File: src/rtl/vga_sync_gen.sv
// vga_sync_gen: VGA timing generator producing pixel strobe, x/y coordinates, syncs, blanking and frame start.
module vga_sync_gen #(
    parameter int   CLK_DIV   = 2,
    parameter int   H_DISPLAY = 640,
    parameter int   H_FRONT   = 16,
    parameter int   H_SYNC    = 96,
    parameter int   H_BACK    = 48,
    parameter int   V_DISPLAY = 480,
    parameter int   V_FRONT   = 10,
    parameter int   V_SYNC    = 2,
    parameter int   V_BACK    = 33,
    parameter logic SYNC_POL  = 1'b0
) (
    input  logic       clk,
    input  logic       reset,
    output logic       p_tick,
    output logic [9:0] x,
    output logic [9:0] y,
    output logic       hsync,
    output logic       vsync,
    output logic       video_on,
    output logic       frame_start
);
    localparam int H_TOTAL = H_DISPLAY + H_FRONT + H_SYNC + H_BACK;
    localparam int V_TOTAL = V_DISPLAY + V_FRONT + V_SYNC + V_BACK;
    localparam int DW = CLK_DIV > 1 ? $clog2(CLK_DIV) : 1;
    localparam logic [DW-1:0] DIV_LAST = DW'(CLK_DIV - 1);
    localparam logic [9:0] H_LAST   = 10'(H_TOTAL - 1);
    localparam logic [9:0] V_LAST   = 10'(V_TOTAL - 1);
    localparam logic [9:0] H_VIS    = 10'(H_DISPLAY);
    localparam logic [9:0] V_VIS    = 10'(V_DISPLAY);
    localparam logic [9:0] HS_START = 10'(H_DISPLAY + H_FRONT);
    localparam logic [9:0] HS_END   = 10'(H_DISPLAY + H_FRONT + H_SYNC - 1);
    localparam logic [9:0] VS_START = 10'(V_DISPLAY + V_FRONT);
    localparam logic [9:0] VS_END   = 10'(V_DISPLAY + V_FRONT + V_SYNC - 1);

    logic [DW-1:0] div;
    logic [9:0]    h, v, h_nxt, v_nxt;
    logic          h_wrap;

    always_comb begin
        p_tick      = (div == DIV_LAST) && !reset;
        h_wrap      = p_tick && h == H_LAST;
        h_nxt       = h_wrap ? '0 : h + 10'(p_tick);
        v_nxt       = h_wrap ? (v == V_LAST ? '0 : v + 10'd1) : v;
        frame_start = h_wrap && v == V_LAST;
    end

    // syncs and blanking decode next-state counters so they line up with x/y
    always_ff @(posedge clk) begin
        if (reset) begin
            div      <= '0;
            h        <= '0;
            v        <= '0;
            hsync    <= ~SYNC_POL;
            vsync    <= ~SYNC_POL;
            video_on <= 1'b0;
        end else begin
            div      <= p_tick ? '0 : div + DW'(1);
            h        <= h_nxt;
            v        <= v_nxt;
            hsync    <= (h_nxt >= HS_START && h_nxt <= HS_END) ? SYNC_POL : ~SYNC_POL;
            vsync    <= (v_nxt >= VS_START && v_nxt <= VS_END) ? SYNC_POL : ~SYNC_POL;
            video_on <= h_nxt < H_VIS && v_nxt < V_VIS;
        end
    end

    assign x = h;
    assign y = v;
endmodule

File: config.mk
export PLATFORM = sky130hd
export DESIGN_NAME = vga_sync_gen
export DESIGN_NICKNAME = d
export VERILOG_FILES = /design/src/rtl/vga_sync_gen.sv
export SDC_FILE = /design/constraint.sdc
export NUM_CORES = 1
export LEC_CHECK = 0
export CORE_ASPECT_RATIO = 1.5
export CORE_MARGIN = 2
export CORE_UTILIZATION = 50
export DETAILED_ROUTE_END_ITERATION = 16
export DONT_BUFFER_PORTS = 1
export MAX_ROUTING_LAYER = met4
export REMOVE_ABC_BUFFERS = 1
export SLEW_MARGIN = 20
export SYNTH_ARGS = -nofsm -noshare
export SYNTH_HDL_FRONTEND = slang
export SYNTH_SLANG_ARGS = --single-unit
File: constraint.sdc
create_clock -name clk -period 4.8 [get_ports clk]
set_input_delay 0.72 -clock clk [delete_from_list [all_inputs] [get_ports clk]]
set_output_delay 0.72 -clock clk [all_outputs]
set_load 0.02 [all_outputs]
==> impl_metrics.tcl <==
set metrics [dict create \
    run_status "finished, final reports clean" \
    holdPathStages 1 \
    post_cts_buffers 0 \
    grt_max_degree 16 \
    syn-cell-area_mm2 0.00137 \
    fp.coreArea_mm2 0.00265 \
    setup_viol 0 \
    crit_arrival_ps 2000 \
    slew_viol_final 0 \
    max_slew_margin_pct 63.1 \
    antenna_found_initial 0 \
    drive_gt1_share_pct 3.11 \
    synth_area_leaders "dfxtp_1 (35%), xor2_1 (5.1%), nor2_1 (4.9%)" \
    synth_seq_cells 24 \
    pwr-share-comb_pct 2.2 \
    dp.cells 194 \
    yosysMostFrequentCell "dfxtp_1" \
    area_growth_pct 2.19 \
    synth_cells 170 \
    cts.htree.levels 1 \
    cts_sinks 24 \
    grt_pass1_wl_um 4920 \
    critPathKind "flip-flop to output port" \
    dr.pass1.iters 4 \
    cp.required_ps 4080 \
    fmax_ghz 0.368 \
    cp_top_family "simple AND/OR/NAND/NOR gates" \
    final_cells 198 \
    p_seq_share_pct 58.7 \
    startpoint_type "flip-flop" \
    worstMarginPinSlew_ps 553 \
    crit_chain "and4b_1 -> nand3_1 -> nor2_1" \
    crit_slowest_cell "dfxtp_1" \
    cts_tree "done" \
    fin_nets 168 \
    grt_overflow 0 \
    critPathCapture "frame_start" \
    synthTopCellsByCount "dfxtp_1 (24), nor2_1 (18), nand2_1 (15)" \
    drc_errors 0 \
    synth_top_area_share_pct 35.0 \
    dp_hpwl_um 2170 \
    ir_drop_v 0.000159 \
    synth_enable_flop_cells 0 \
    cts_hold_buf 0 \
    switching_share_pct 21.5 \
    antenna_left 0 \
    p_leak_nw 0.500 \
    critPathBufInv 0 \
    synth_seq_area_share_pct 35.0 \
    io_buffer_count 0 \
    hold_violations 0 \
    rsz0062_at_grt "no" \
    num_vias 1196 \
    p_sw_mw 0.0766 \
    critPathMaxStageDelay_ps 660 \
    cts_resized 0 \
    crit_cells 3 \
    yosys.area.top_type "dfxtp_1" \
    cp_max_fo 12 \
    timing.critical_path.from "x[4]" \
    numCtsBuffers 3 \
    die_height_um 68.2 \
    drv_cap 0 \
    detail_route.wl_per_cell_um 15.3 \
    grt_usage_pct 21.6 \
    start_util_pct 51.9 \
    p_int_mw 0.279 \
    yosysWarnings 0 \
    finalWeightedCongestion 0.811 \
    die-area_mm2 0.00319 \
    cp-end-kind "output port" \
    r2r_slack_ps 2410 \
    r2r_cells 5 \
    clockBufferDepth 2 \
    grt_pass1_vias 1130 \
    p_clk_share_pct 39.1 \
    hp-class "flip-flop to flip-flop" \
    core.rowCount 23 \
    io_pins 27 \
    async_flop_share_pct 0 \
    clkSlewWorstSetupHoldPaths_ps 90 \
    die_w_um 46.8 \
    vias_per_cell 6.04 \
    ys_types 39 \
    wl_um 3030 \
    skew_ps 9.57 \
    ys.flop_type "dfxtp_1" \
    fin_tns_setup_ps 0 \
    power.density_mw_per_mm2 253 \
    clk-insertion-delay-late_ps 270 \
    insertedDiodeCount 0 \
    rr_startpoint "x[4]" \
    clockRootBuffer "clkbuf_8" \
    finalCritPeriodShare_pct 56.6 \
    drt_iter0_drc 36 \
    syn_avg_cell_area_um2 8.08 \
    r2r_end "vsync" \
    period_needed_ps 2720 \
]
## cell usage in the layout, fill, tap and decap left out, drive strengths merged, types with 3 or more instances in the layout
cell type,netlist,layout
a21oi,12,12
a311oi,3,3
and2,3,3
and3,8,8
and4b,3,3
clkbuf,4,4
dfxtp,24,24
ha,4,4
inv,5,5
nand2,15,15
nand3,9,9
nand3b,3,3
nand4,10,10
nor2,18,18
nor3,5,5
o2111ai,3,3
o21ai,4,4
xnor2,5,5
xor2,8,8
## worst min path at each step
stage                     from  end  slack [ps]
after floorplan            div  div         390
after global placement     div  div         420
after detailed placement   div  div         420
after CTS                  div  div         440
after global routing       div  div         480
final                      div  div         440
## stage by stage
step	power, mW	util [%]	hold WS [ps]	setup WS, ps	instance area (um^2)
after detailed placement	0.222	50.9	424	2220	1350
after global routing	0.367	53.0	482	1920	1400
after global placement	0.221	50.9	418	2250	1350
after floorplan	0.219	-	395	2470	1300
final	0.355	53.0	443	2080	1400
after CTS	0.358	53.0	442	2080	1400
## routing by layer
metal | vias up | GRT usage, % | part of all wire [%]
met3 | 5 | 5.01 | 6.7
met2 | 36 | 38.9 | 52
met1 | 557 | 21.6 | 39
met4 | 0 | 8.33 | 1.6
met5 | - | - | 0
li1 | 598 | - | -
## state kept, by name, indices dropped and copies added (netlist names)
name	cells
div	1
hsync	1
video_on	1
vsync	1
x	10
y	10
## cell type report
cell class              instances  area (um^2)
flip-flops and latches         24          480
multi-input cells             128          803
fillers                       282         1240
clock buffers                   4         55.1
inverters                       5         18.8
well taps                      37         46.3
## power by group through the flow
stage / registers [mW] / logic (mW) / clock network [mW]
floorplan: 0.212 / 0.00659 / 0
global placement: 0.213 / 0.00803 / 0
detailed placement: 0.213 / 0.00823 / 0
CTS: 0.209 / 0.00814 / 0.141
global route: 0.209 / 0.00886 / 0.149
finish: 0.209 / 0.00793 / 0.139
## logic make-up after synthesis
kind of cell | Yosys count | share of synthesized area, %
XOR/XNOR | 13 | 8.29
adder cells (fa/ha/maj) | 4 | 3.64
flip-flops | 24 | 35.0
buffers and inverters | 18 | 6.56
multiplexers | 1 | 0.729
AND/OR/NAND/NOR | 81 | 32.1
AO/OA/AOI/OAI | 29 | 13.7
Note: power is estimated with default switching activity, not from simulation.
